===== config.mk =====
export PLATFORM = sky130hd
export DESIGN_NAME = writeback_unit_flat
export DESIGN_NICKNAME = d
export VERILOG_FILES = /design/src/rtl/writeback_unit_if.sv /design/src/rtl/writeback_unit.sv /design/src/flat_wrapper.sv
export SDC_FILE = /design/constraint.sdc
export NUM_CORES = 1
export LEC_CHECK = 0
export CORE_MARGIN = 3
export CORE_UTILIZATION = 53
export CTS_CLUSTER_DIAMETER = 120
export DETAILED_ROUTE_END_ITERATION = 6
export PLACE_DENSITY = 0.89
export SETUP_SLACK_MARGIN = 0.02
export SYNTH_ARGS = -nofsm -noshare
export SYNTH_HDL_FRONTEND = slang
export SYNTH_SLANG_ARGS = --single-unit

===== constraint.sdc =====
create_clock -name clk -period 19.9 [get_ports clk]
set_clock_uncertainty 0.2 [all_clocks]
set_input_delay 5.97 -clock clk [delete_from_list [all_inputs] [get_ports clk]]
set_output_delay 5.97 -clock clk [all_outputs]
set_load 0.01 [all_outputs]

===== src/rtl/writeback_unit_if.sv =====
// writeback_unit_if: issue, execute and memory-return inputs plus register-file write and scoreboard outputs
interface writeback_unit_if #(parameter int AW = 5);
    localparam int NR = 1 << AW;
    logic                 iss_valid, iss_is_vector;
    logic [AW-1:0]        iss_reg;
    logic                 ex_valid, ex_is_vector;
    logic [AW-1:0]        ex_reg;
    logic [35:0]          ex_sdata;
    logic [3:0][31:0]     ex_vdata;
    logic [3:0]           ex_mask;
    logic                 mem_valid, mem_ready, mem_is_vector;
    logic [AW-1:0]        mem_reg;
    logic [35:0]          mem_sdata;
    logic [3:0][31:0]     mem_vdata;
    logic [3:0]           mem_mask;
    logic                 s_wr_en;
    logic [AW-1:0]        r_write_addr, v_write_addr;
    logic [35:0]          write_data;
    logic [3:0][31:0]     write_vector;
    logic [3:0]           mask;
    logic [NR-1:0]        s_busy, v_busy;
    modport master (
        output iss_valid, iss_is_vector, iss_reg,
        output ex_valid, ex_is_vector, ex_reg, ex_sdata, ex_vdata, ex_mask,
        output mem_valid, mem_is_vector, mem_reg, mem_sdata, mem_vdata, mem_mask,
        input  mem_ready, s_wr_en, r_write_addr, write_data, v_write_addr, write_vector, mask,
        input  s_busy, v_busy
    );
    modport slave (
        input  iss_valid, iss_is_vector, iss_reg,
        input  ex_valid, ex_is_vector, ex_reg, ex_sdata, ex_vdata, ex_mask,
        input  mem_valid, mem_is_vector, mem_reg, mem_sdata, mem_vdata, mem_mask,
        output mem_ready, s_wr_en, r_write_addr, write_data, v_write_addr, write_vector, mask,
        output s_busy, v_busy
    );
endinterface


===== src/rtl/writeback_unit.sv =====
// writeback_unit: merges in-order execute results with FIFO-buffered memory returns onto the
// scalar/vector register-file write ports and tracks outstanding writes for hazard stalls.
module writeback_unit #(
    parameter int DEPTH = 4,
    parameter int AW    = 5
) (
    input logic            clk,
    input logic            rst_n,
    writeback_unit_if.slave wb
);
    localparam int PW = $clog2(DEPTH);
    localparam int CW = PW + 1;
    localparam int NR = 1 << AW;
    typedef struct packed {
        logic             vec;
        logic [AW-1:0]    rd;
        logic [35:0]      sdata;
        logic [3:0][31:0] vdata;
        logic [3:0]       mask;
    } entry_t;
    entry_t         fifo [DEPTH];
    entry_t         head;
    logic [PW-1:0]  rd_ptr, wr_ptr;
    logic [CW-1:0]  count;
    logic           push, pop, ex_s, ex_v, hd_s, hd_v, v_wr;
    logic [NR-1:0]  s_set, s_clr, v_set, v_clr;
    always_comb begin
        head  = fifo[rd_ptr];
        ex_s  = wb.ex_valid && !wb.ex_is_vector;
        ex_v  = wb.ex_valid && wb.ex_is_vector;
        // the head only yields to ex on its own port; a blocked head stalls everything behind it
        pop   = count != '0 && !(wb.ex_valid && wb.ex_is_vector == head.vec);
        hd_s  = pop && !head.vec;
        hd_v  = pop && head.vec;
        push  = wb.mem_valid && wb.mem_ready;
        s_set = {{(NR-1){1'b0}}, wb.iss_valid && !wb.iss_is_vector} << wb.iss_reg;
        v_set = {{(NR-1){1'b0}}, wb.iss_valid && wb.iss_is_vector} << wb.iss_reg;
        s_clr = {{(NR-1){1'b0}}, wb.s_wr_en} << wb.r_write_addr;
        v_clr = {{(NR-1){1'b0}}, v_wr} << wb.v_write_addr;
    end
    assign wb.mem_ready = rst_n && count != CW'(DEPTH);
    always_ff @(posedge clk)
        if (push) fifo[wr_ptr] <= '{wb.mem_is_vector, wb.mem_reg, wb.mem_sdata, wb.mem_vdata, wb.mem_mask};
    always_ff @(posedge clk or negedge rst_n) begin
        if (!rst_n) begin
            rd_ptr          <= '0;
            wr_ptr          <= '0;
            count           <= '0;
            v_wr            <= 1'b0;
            wb.s_wr_en      <= 1'b0;
            wb.r_write_addr <= '0;
            wb.write_data   <= '0;
            wb.v_write_addr <= '0;
            wb.write_vector <= '0;
            wb.mask         <= '0;
            wb.s_busy       <= '0;
            wb.v_busy       <= '0;
        end else begin
            rd_ptr          <= rd_ptr + PW'(pop);
            wr_ptr          <= wr_ptr + PW'(push);
            count           <= count + CW'(push) - CW'(pop);
            wb.s_wr_en      <= ex_s || hd_s;
            wb.r_write_addr <= ex_s ? wb.ex_reg : head.rd;
            wb.write_data   <= ex_s ? wb.ex_sdata : head.sdata;
            // v_wr marks a vector commit even when the mask is all zero, so busy still clears
            v_wr            <= ex_v || hd_v;
            wb.v_write_addr <= ex_v ? wb.ex_reg : head.rd;
            wb.write_vector <= ex_v ? wb.ex_vdata : head.vdata;
            wb.mask         <= ex_v ? wb.ex_mask : hd_v ? head.mask : 4'b0;
            wb.s_busy       <= (wb.s_busy & ~s_clr) | s_set;
            wb.v_busy       <= (wb.v_busy & ~v_clr) | v_set;
        end
    end
endmodule


===== src/flat_wrapper.sv =====
// flat-port wrapper written by rule: the top's interface ports become plain ports
module writeback_unit_flat 
#(
    parameter int DEPTH = 4,
    parameter int AW    = 5
)
  (clk, rst_n, wb_iss_valid, wb_iss_is_vector, wb_iss_reg, wb_ex_valid, wb_ex_is_vector, wb_ex_reg, wb_ex_sdata, wb_ex_vdata, wb_ex_mask, wb_mem_valid, wb_mem_is_vector, wb_mem_reg, wb_mem_sdata, wb_mem_vdata, wb_mem_mask, wb_mem_ready, wb_s_wr_en, wb_r_write_addr, wb_write_data, wb_v_write_addr, wb_write_vector, wb_mask, wb_s_busy, wb_v_busy);
  writeback_unit_if #(.AW(AW)) wb_i ();
  input logic clk;
  input logic rst_n;
  input wire logic [$bits(wb_i.iss_valid)-1:0] wb_iss_valid;
  input wire logic [$bits(wb_i.iss_is_vector)-1:0] wb_iss_is_vector;
  input wire logic [$bits(wb_i.iss_reg)-1:0] wb_iss_reg;
  input wire logic [$bits(wb_i.ex_valid)-1:0] wb_ex_valid;
  input wire logic [$bits(wb_i.ex_is_vector)-1:0] wb_ex_is_vector;
  input wire logic [$bits(wb_i.ex_reg)-1:0] wb_ex_reg;
  input wire logic [$bits(wb_i.ex_sdata)-1:0] wb_ex_sdata;
  input wire logic [$bits(wb_i.ex_vdata)-1:0] wb_ex_vdata;
  input wire logic [$bits(wb_i.ex_mask)-1:0] wb_ex_mask;
  input wire logic [$bits(wb_i.mem_valid)-1:0] wb_mem_valid;
  input wire logic [$bits(wb_i.mem_is_vector)-1:0] wb_mem_is_vector;
  input wire logic [$bits(wb_i.mem_reg)-1:0] wb_mem_reg;
  input wire logic [$bits(wb_i.mem_sdata)-1:0] wb_mem_sdata;
  input wire logic [$bits(wb_i.mem_vdata)-1:0] wb_mem_vdata;
  input wire logic [$bits(wb_i.mem_mask)-1:0] wb_mem_mask;
  output wire logic [$bits(wb_i.mem_ready)-1:0] wb_mem_ready;
  output wire logic [$bits(wb_i.s_wr_en)-1:0] wb_s_wr_en;
  output wire logic [$bits(wb_i.r_write_addr)-1:0] wb_r_write_addr;
  output wire logic [$bits(wb_i.write_data)-1:0] wb_write_data;
  output wire logic [$bits(wb_i.v_write_addr)-1:0] wb_v_write_addr;
  output wire logic [$bits(wb_i.write_vector)-1:0] wb_write_vector;
  output wire logic [$bits(wb_i.mask)-1:0] wb_mask;
  output wire logic [$bits(wb_i.s_busy)-1:0] wb_s_busy;
  output wire logic [$bits(wb_i.v_busy)-1:0] wb_v_busy;
  assign wb_i.iss_valid = wb_iss_valid;
  assign wb_i.iss_is_vector = wb_iss_is_vector;
  assign wb_i.iss_reg = wb_iss_reg;
  assign wb_i.ex_valid = wb_ex_valid;
  assign wb_i.ex_is_vector = wb_ex_is_vector;
  assign wb_i.ex_reg = wb_ex_reg;
  assign wb_i.ex_sdata = wb_ex_sdata;
  assign wb_i.ex_vdata = wb_ex_vdata;
  assign wb_i.ex_mask = wb_ex_mask;
  assign wb_i.mem_valid = wb_mem_valid;
  assign wb_i.mem_is_vector = wb_mem_is_vector;
  assign wb_i.mem_reg = wb_mem_reg;
  assign wb_i.mem_sdata = wb_mem_sdata;
  assign wb_i.mem_vdata = wb_mem_vdata;
  assign wb_i.mem_mask = wb_mem_mask;
  assign wb_mem_ready = wb_i.mem_ready;
  assign wb_s_wr_en = wb_i.s_wr_en;
  assign wb_r_write_addr = wb_i.r_write_addr;
  assign wb_write_data = wb_i.write_data;
  assign wb_v_write_addr = wb_i.v_write_addr;
  assign wb_write_vector = wb_i.write_vector;
  assign wb_mask = wb_i.mask;
  assign wb_s_busy = wb_i.s_busy;
  assign wb_v_busy = wb_i.v_busy;
  writeback_unit #(.DEPTH(DEPTH), .AW(AW)) u_core (.clk(clk), .rst_n(rst_n), .wb(wb_i));
endmodule

==> results of run 1 <==
[cell families (layout without fill, tap and decap cells)]
logic type | after synthesis | count (layout) | synth area share
XOR/XNOR | 4 | 4 | 0.001010
AND/OR/NAND/NOR | 471 | 471 | 0.05589
AO/OA/AOI/OAI | 134 | 134 | 0.01941
other | 0 | 17 | 0
flip-flops | 947 | 947 | 0.7838
adder cells (fa/ha/maj) | 5 | 5 | 0.002021
multiplexers | 215 | 215 | 0.1263
buffers and inverters | 84 | 805 | 0.01158
[power groups by stage]
| stage | Clock [mW] | Sequential, mW | Combinational, mW |
|---|---|---|---|
| after floorplan | 0 | 2.85 | 0.832 |
| after global placement | 0 | 2.76 | 1.70 |
| after detailed placement | 0 | 2.78 | 1.73 |
| after CTS | 1.86 | 2.76 | 1.77 |
| after global routing | 1.94 | 2.78 | 1.87 |
| final | 1.83 | 2.76 | 1.75 |
[per-stage QoR]
step / setup WS [ns] / cells / hold slack, ns / power (mW) / cell area (sq um)
finish: 6.561 / 3453 / 0.3048 / 6.337 / 44910
global route: 6.518 / 3446 / 0.3313 / 6.588 / 44890
CTS: 6.538 / 3436 / 0.3053 / 6.383 / 44860
detailed placement: 6.537 / 3262 / 0.2893 / 4.517 / 41640
global placement: 6.559 / 3262 / 0.2866 / 4.460 / 41640
floorplan: 0.01117 / 1860 / 0.2618 / 3.682 / 34680
[cell type report]
| cell class | count | area [sq um] | share of cell area |
|---|---|---|---|
| Tap cell | 855 | 1070 | 0.02382 |
| Clock inverter | 45 | 646.9 | 0.01440 |
| Timing Repair Buffer | 626 | 6236 | 0.1389 |
| Multi-Input combinational cell | 829 | 7129 | 0.1588 |
| Clock buffer | 129 | 2575 | 0.05734 |
| Antenna cell | 17 | 42.54 | 0.0009473 |
| Inverter | 5 | 18.77 | 0.0004179 |
| Sequential cell | 947 | 27190 | 0.6054 |
[state kept, by name, summed over array words and instances (netlist names)]
register                count
u_core.wb.v_write_addr      5
u_core.wb.v_busy           32
u_core.count                3
u_core.wb.mask              4
u_core.wb.s_busy           32
u_core.wb.r_write_addr      5
u_core.wb.write_data       36
u_core.wb.s_wr_en           1
u_core.wb.write_vector    128
u_core.wr_ptr               2
u_core.fifo               696
u_core.v_wr                 1
u_core.rd_ptr               2
[cell usage in the layout (no fill, tap or decap), types with 8 or more instances in the layout]
master and n:
nand2_1 419, diode_2 17, mux2_2 41, bufinv_16 14, buf_4 22, clkbuf_1 27
mux4_2 174, edfxtp_1 696, nand3_1 8, clkinv_2 13, o21ai_0 133, dfrtp_1 249
clkdlybuf4s50_1 601, clkbuf_16 95, clkinv_1 12
[path summary, 6_finish.rpt]
kind | startpoint | endpoint | slack, ns | depth (start not counted)
worst min-delay path | u_core.count[2] | u_core.count[2] | 0.30 | 1
worst max-delay path | rst_n | wb_mem_ready | 6.56 | 3
worst max register to register | u_core.rd_ptr[0] | u_core.count[2] | 16.57 | 8
min in group asynchronous | rst_n | u_core.wb.write_data[10] | 5.03 | 1
max in group asynchronous | rst_n | u_core.rd_ptr[0] | 13.15 | 2
worst min register to register | u_core.count[2] | u_core.count[2] | 0.30 | 1
[routing by layer]
layer	share of wire	track usage	vias up
met5	0.0010	0	-
li1	-	-	8399
met4	0.039	0.1106	14
met1	0.35	0.3328	10320
met2	0.52	0.4567	1161
met3	0.091	0.06871	240
==> impl_metrics.toml, run 1 <==
[critical_path]
slowest_stage = "clkdlybuf4s50_1"
slowest_delay_ns = 0.58
critical_path_class = "in -> out"
crit_fanout = 44
cp_cell_sequence = "buf_8 > and2_1 > clkdlybuf4s50_1"
end_kind = "output pin"
crit_arrival_ns = 7.17
critical_path.top_delay_family = "buffers and inverters"
cp_num_buf_inv = 2
start_kind = "input port"
critPathRequiredTime_ns = 13.73

[floorplanning]
pin_count = 603
die_x_microns = 261.8
fp.coreArea_sq_um = 64580
die_h_microns = 261.8
rows = 93
dieArea_sq_um = 68540
start_util = 0.5370

[global_routing]
grt_start_max_net_pins = 148
gr-usage-all-layers = 0.2690
overflow = 0
grt_pass1_wl_microns = 135800
grt_pass1_vias = 21330
antenna_found_initial = 23

[yosys]
synth_warnings = 0
synth_nets = 2224
synth.top_cell.area_share = 0.6027
synth_top_area_cell = "edfxtp_1"
synthFlopType = "edfxtp_1"
seq_area_frac_synth = 0.7838
netlist_instances = 1860
synth.ff_latch_count = 947
yosys-top-cells-count = "edfxtp_1, nand2_1, dfrtp_1, mux4_2, o21ai_0"
avgSynthCellArea_sq_um = 18.64
synth_most_common_cell = "edfxtp_1"
synthTopCellsByArea = "edfxtp_1, dfrtp_1, mux4_2"
ys_async_sr_fraction = 0.2650
synth_cell_types = 33
synth_edf_count = 696
synth_area_sq_um = 34680

[clock_network]
h-tree-depth = 3
clockBufferDepth = 3
path_clk_slew_ns = 0.05
cts_tree = "done"
clock_sinks = 947
clock_latency_ns = 0.63
cts_hold_buf = 0
cts_root_buf = "clkbuf_16"
cts_resized = 0
cts_buffers = 92
postCtsSetupBuffers = 0

[cells_and_area]
drive_gt1_frac = 0.1507
area_growth_pct = 29.49
final_nets = 2865
final_core_util = 0.6954
fillers = 3859

[sta]
relSlewSlack = 0.3280
layout_min_cycle_time_ns = 13.34
timing.setup.tns_ns = 0
finalMaxSlewViolations = 0
fmax_ghz = 0.07497
rsz0062_at_grt = "no"
finalHoldViolCount = 0
tightest_slew_ns = 1.008
fin_crit_sh = 0.6703
setup_viol = 0

[flow_run]
cap_violations = 0

[min_path]
hold_class = "reg -> reg"

[pwr]
switching_power_mw = 1.799
leakagePower_nw = 16.11
seqPwrFrac = 0.435
pwr-share-clk = 0.289
power.internal_mw = 4.538
powerDensity_nw_per_um2 = 141.1
swShare = 0.2839
ir_worst_vdd_v = 0.00009932
power_frac_comb = 0.276

[placed_design]
hpwl_microns = 57350
port_buffers = 602
finalWeightedCongestion = 0.9396

[route]
drt_iter0_drc = 1803
dr.pass1.iters = 7
drt_wl_total_microns = 92220
route.vias.total = 20130
wl_per_cell_microns = 26.71
ant_nets = 0
drcViolationCount = 1
via_per_inst = 5.830

[run_status]
violations = "design-rule violations"
outcome = "finished with violations"
(Power assumes the default switching activity.)
==> inputs of run 2 (changes only) <==
==> constraint.sdc (replaced) <==
create_clock -name clk -period 13.05 [get_ports clk]
set_clock_uncertainty 0.2 [all_clocks]
set_input_delay 3.915 -clock clk [delete_from_list [all_inputs] [get_ports clk]]
set_output_delay 3.915 -clock clk [all_outputs]
set_load 0.01 [all_outputs]
==> impl_metrics.toml, run 2 (same netlist as run 1, synthesis figures left out) <==
[run_status]
outcome = "complete, no violations"

[cells_and_area]
design_area_sq_um = 44750
final_common_cell = "edfxtp_1"
area_growth_pct = 29.04
fillers = 3853
final_core_util = 0.6930
reg.largest.list = "u_core.fifo x696, u_core.wb.write_vector x128, u_core.wb.write_data x36"
drive_gt1_frac = 0.1501
final_cell_mix = "edfxtp_1, clkdlybuf4s50_1, nand2_1"
regMostFlops = "u_core.fifo"
largest_register_ffs = 696
finalNonFillerCells = 3447
final_nets = 2864

[pwr]
power.total_mw = 9.536
ir_worst_vdd_v = 0.0001441
powerDensity_nw_per_um2 = 213.1
leakagePower_nw = 16.03

[sta]
tightest_slew_ns = 1.175
relSlewSlack = 0.2169
setup_viol = 0
rsz0062_at_grt = "no"
fin_crit_sh = 0.7201
worst_slack_ns = 3.653
finalMaxSlewViolations = 0
timing.setup.tns_ns = 0
layout_min_cycle_time_ns = 9.397
hold_ws_ns = 0.3005
fmax_ghz = 0.1064
finalHoldViolCount = 0

[route]
wl_per_cell_microns = 26.68
route.vias.total = 20150
drcViolationCount = 0
drt_wl_total_microns = 91960
ant_nets = 0
top_layer_used = "met5"
m1WireLength_microns = 32100
met3_length_microns = 8549
wl_met2_microns = 47700
via_per_inst = 5.847
drt_iter0_drc = 1962
dr.pass1.iters = 5

[global_routing]
antenna_found_initial = 20
grt_pass1_wl_microns = 134800
grt_start_max_net_pins = 94
grt_pass1_vias = 21180
overflow = 0
gr-usage-all-layers = 0.2679

[clock_network]
h-tree-depth = 3
cts_tree = "done"
cts_hold_buf = 0
clock_latency_ns = 0.63
cts_root_buf = "clkbuf_16"
clock_sinks = 947
postCtsSetupBuffers = 0
path_clk_slew_ns = 0.06
clockBufferDepth = 3
cts_resized = 0
cts_buffers = 91

[critical_path]
cp-startpoint = "rst_n"
start_kind = "input port"
r2r_setup_slack_ns = 9.58
end_kind = "output pin"
crit_arrival_ns = 5.28
worstReg2RegStart = "u_core.rd_ptr[0]"
critical_path_class = "in -> out"
critPathRequiredTime_ns = 8.93
crit_fanout = 81
cp-endpoint = "wb_mem_ready"
worst_r2r_endpoint = "u_core.count[2]"
reg2reg_depth = 8

[placed_design]
finalWeightedCongestion = 0.9543
pre_cts_ws_ns = 3.635
dp.cells = 3262
port_buffers = 602
placed_area_sq_um = 41630
hpwl_microns = 58350

[floorplanning]
fp.coreArea_sq_um = 64580
die_h_microns = 261.8
dieArea_sq_um = 68540
rows = 93
die_x_microns = 261.8
start_util = 0.5370
pin_count = 603

[flow_run]
cap_violations = 0

[min_path]
hold_class = "reg -> reg"
## run 2: cell count changes in the layout (fill, tap and decap cells not counted), sizes merged
cell	change
inv	-1
bufinv	-4
diode	-4
clkinvlp	+4
clkinv	+8
clkbuf	-9
## run 2: power by group
part | leakage [nW] | internal [mW] | total, mW | switching, mW
logic | 5.27 | 1.40 | 2.65 | 1.25
registers | 9.27 | 3.85 | 4.20 | 0.353
clock network | 1.49 | 1.56 | 2.68 | 1.12
total | 16.0 | 6.81 | 9.54 | 2.72
## run 2: critical path: stages
cell and delay, ns:
buf_8 0.43, and2_1 0.29, clkdlybuf4s50_1 0.56
## run 2: area by class of cell
type / instances / area (sq um) / share of cell area
antenna: 13 / 32.53 / 0.0007269
clock buffer: 120 / 2499 / 0.05583
clock inverter: 52 / 590.6 / 0.01320
inverter: 5 / 18.77 / 0.0004194
multi-input combinational: 829 / 7129 / 0.1593
sequential: 947 / 27190 / 0.6075
tap: 855 / 1070 / 0.02390
timing repair buffer: 626 / 6223 / 0.1391
## run 2: worst min-delay path by stage
stage / start / end / slack, ns / cells past startpoint
2_1_floorplan: u_core.count[2] / u_core.count[2] / 0.26 / 1
3_3_place_gp: u_core.count[2] / u_core.count[2] / 0.28 / 1
3_5_place_dp: u_core.wb.v_busy[31] / u_core.wb.v_busy[31] / 0.30 / 2
4_1_cts: u_core.wb.v_busy[31] / u_core.wb.v_busy[31] / 0.31 / 2
5_1_grt: u_core.count[2] / u_core.count[2] / 0.34 / 1
6_report: u_core.wb.v_busy[31] / u_core.wb.v_busy[31] / 0.30 / 2
## run 2: per-layer routing
metal  GRT usage  vias to the layer above
met5           0                        -
met4      0.1044                       14
met3     0.06611                      215
met2      0.4575                     1190
met1      0.3327                    10340
li1            -                     8391
==> inputs of run 3 (changes only) <==
--- a/config.mk
+++ b/config.mk
@@ -6,10 +6,10 @@
 export NUM_CORES = 1
 export LEC_CHECK = 0
 export CORE_MARGIN = 3
-export CORE_UTILIZATION = 53
+export CORE_UTILIZATION = 48
 export CTS_CLUSTER_DIAMETER = 120
 export DETAILED_ROUTE_END_ITERATION = 6
-export PLACE_DENSITY = 0.89
+export PLACE_DENSITY = 0.85
 export SETUP_SLACK_MARGIN = 0.02
 export SYNTH_ARGS = -nofsm -noshare
 export SYNTH_HDL_FRONTEND = slang
==> constraint.sdc (replaced) <==
create_clock -name clk -period 8.5 [get_ports clk]
set_clock_uncertainty 0.2 [all_clocks]
set_input_delay 2.55 -clock clk [delete_from_list [all_inputs] [get_ports clk]]
set_output_delay 2.55 -clock clk [all_outputs]
set_load 0.01 [all_outputs]
==> impl_metrics.toml, run 3 (same netlist as run 1, synthesis figures left out) <==
[run_status]
outcome = "complete, no violations"

[placed_design]
finalWeightedCongestion = 0.9107
pre_cts_ws_ns = 2.082
port_buffers = 602
hpwl_microns = 56980
placed_area_sq_um = 41790
dp.cells = 3350

[sta]
worst_slack_ns = 2.094
finalHoldViolCount = 0
relSlewSlack = 0.3018
timing.setup.tns_ns = 0
rsz0062_at_grt = "no"
setup_viol = 0
finalMaxSlewViolations = 0
hold_ws_ns = 0.3130
fmax_ghz = 0.1561
tightest_slew_ns = 1.047
layout_min_cycle_time_ns = 6.406
fin_crit_sh = 0.7536

[cells_and_area]
area_growth_pct = 29.97
drive_gt1_frac = 0.1556
finalNonFillerCells = 3535
regMostFlops = "u_core.fifo"
final_cell_mix = "edfxtp_1, clkdlybuf4s50_1, nand2_1"
final_common_cell = "edfxtp_1"
design_area_sq_um = 45070
reg.largest.list = "u_core.fifo x696, u_core.wb.write_vector x128, u_core.wb.write_data x36"
final_core_util = 0.6370
final_nets = 2868
largest_register_ffs = 696

[floorplanning]
fp.coreArea_sq_um = 70760
die_h_microns = 274.8
pin_count = 603
rows = 97
dieArea_sq_um = 75510
die_x_microns = 274.8
start_util = 0.4901

[route]
ant_nets = 0
wl_per_cell_microns = 24.72
drt_iter0_drc = 1736
dr.pass1.iters = 5
route.vias.total = 19650
via_per_inst = 5.560
drcViolationCount = 0
drt_wl_total_microns = 87370

[clock_network]
h-tree-depth = 3
path_clk_slew_ns = 0.06
clockBufferDepth = 3
cts_buffers = 92
postCtsSetupBuffers = 0
clock_sinks = 947
cts_resized = 0
cts_root_buf = "clkbuf_16"
cts_tree = "done"
cts_hold_buf = 0
clock_latency_ns = 0.64

[critical_path]
crit_fanout = 40
start_kind = "input port"
crit_arrival_ns = 3.66
end_kind = "output pin"
critPathRequiredTime_ns = 5.75
critical_path_class = "in -> out"

[pwr]
powerDensity_nw_per_um2 = 327.3
power.total_mw = 14.75
ir_worst_vdd_v = 0.0002787
leakagePower_nw = 16.14

[flow_run]
cap_violations = 0

[global_routing]
grt_start_max_net_pins = 96
grt_pass1_vias = 20930
gr-usage-all-layers = 0.2302
antenna_found_initial = 12
overflow = 0
grt_pass1_wl_microns = 129500

[min_path]
hold_class = "reg -> reg"
[run 3: where the power goes]
| part | internal, mW | total, mW | switching [mW] |
|---|---|---|---|
| registers | 5.91 | 6.41 | 0.503 |
| clock network | 2.55 | 4.29 | 1.74 |
| logic | 2.16 | 4.05 | 1.89 |
[run 3: worst max-delay path: stages]
cell             delay (ns)
buf_8                  0.26
and2_1                 0.25
clkdlybuf4s50_1        0.56
[run 3: area by class of cell]
| type | instances | area [sq um] |
|---|---|---|
| inverters | 5 | 18.77 |
| repair buffers | 629 | 6259 |
| clock buffers | 121 | 2576 |
| flip-flops and latches | 947 | 27190 |
| diodes | 12 | 30.03 |
| fillers | 4628 | 25680 |
| clock inverters | 52 | 675.6 |
| well taps | 940 | 1176 |
| multi-input cells | 829 | 7148 |
[run 3: metal layers]
| metal | share of wire | vias to the layer above | track usage |
|---|---|---|---|
| met5 | 0.0010 | - | 0 |
| met4 | 0.039 | 14 | 0.09339 |
| met3 | 0.085 | 203 | 0.06105 |
| met2 | 0.51 | 961 | 0.3929 |
| met1 | 0.36 | 10080 | 0.2809 |
| li1 | - | 8400 | - |
[run 3: worst paths after layout]
path	end	slack (ns)	cells past startpoint	startpoint
min	u_core.wb.s_busy[21]	0.31	2	u_core.wb.s_busy[21]
max in group asynchronous	u_core.wb.write_vector[62]	4.55	3	rst_n
max	wb_mem_ready	2.09	3	rst_n
max reg2reg	u_core.wb.write_vector[47]	4.83	5	u_core.rd_ptr[0]
min reg2reg	u_core.wb.s_busy[21]	0.31	2	u_core.wb.s_busy[21]
min in group asynchronous	u_core.wb.write_data[10]	1.59	1	rst_n
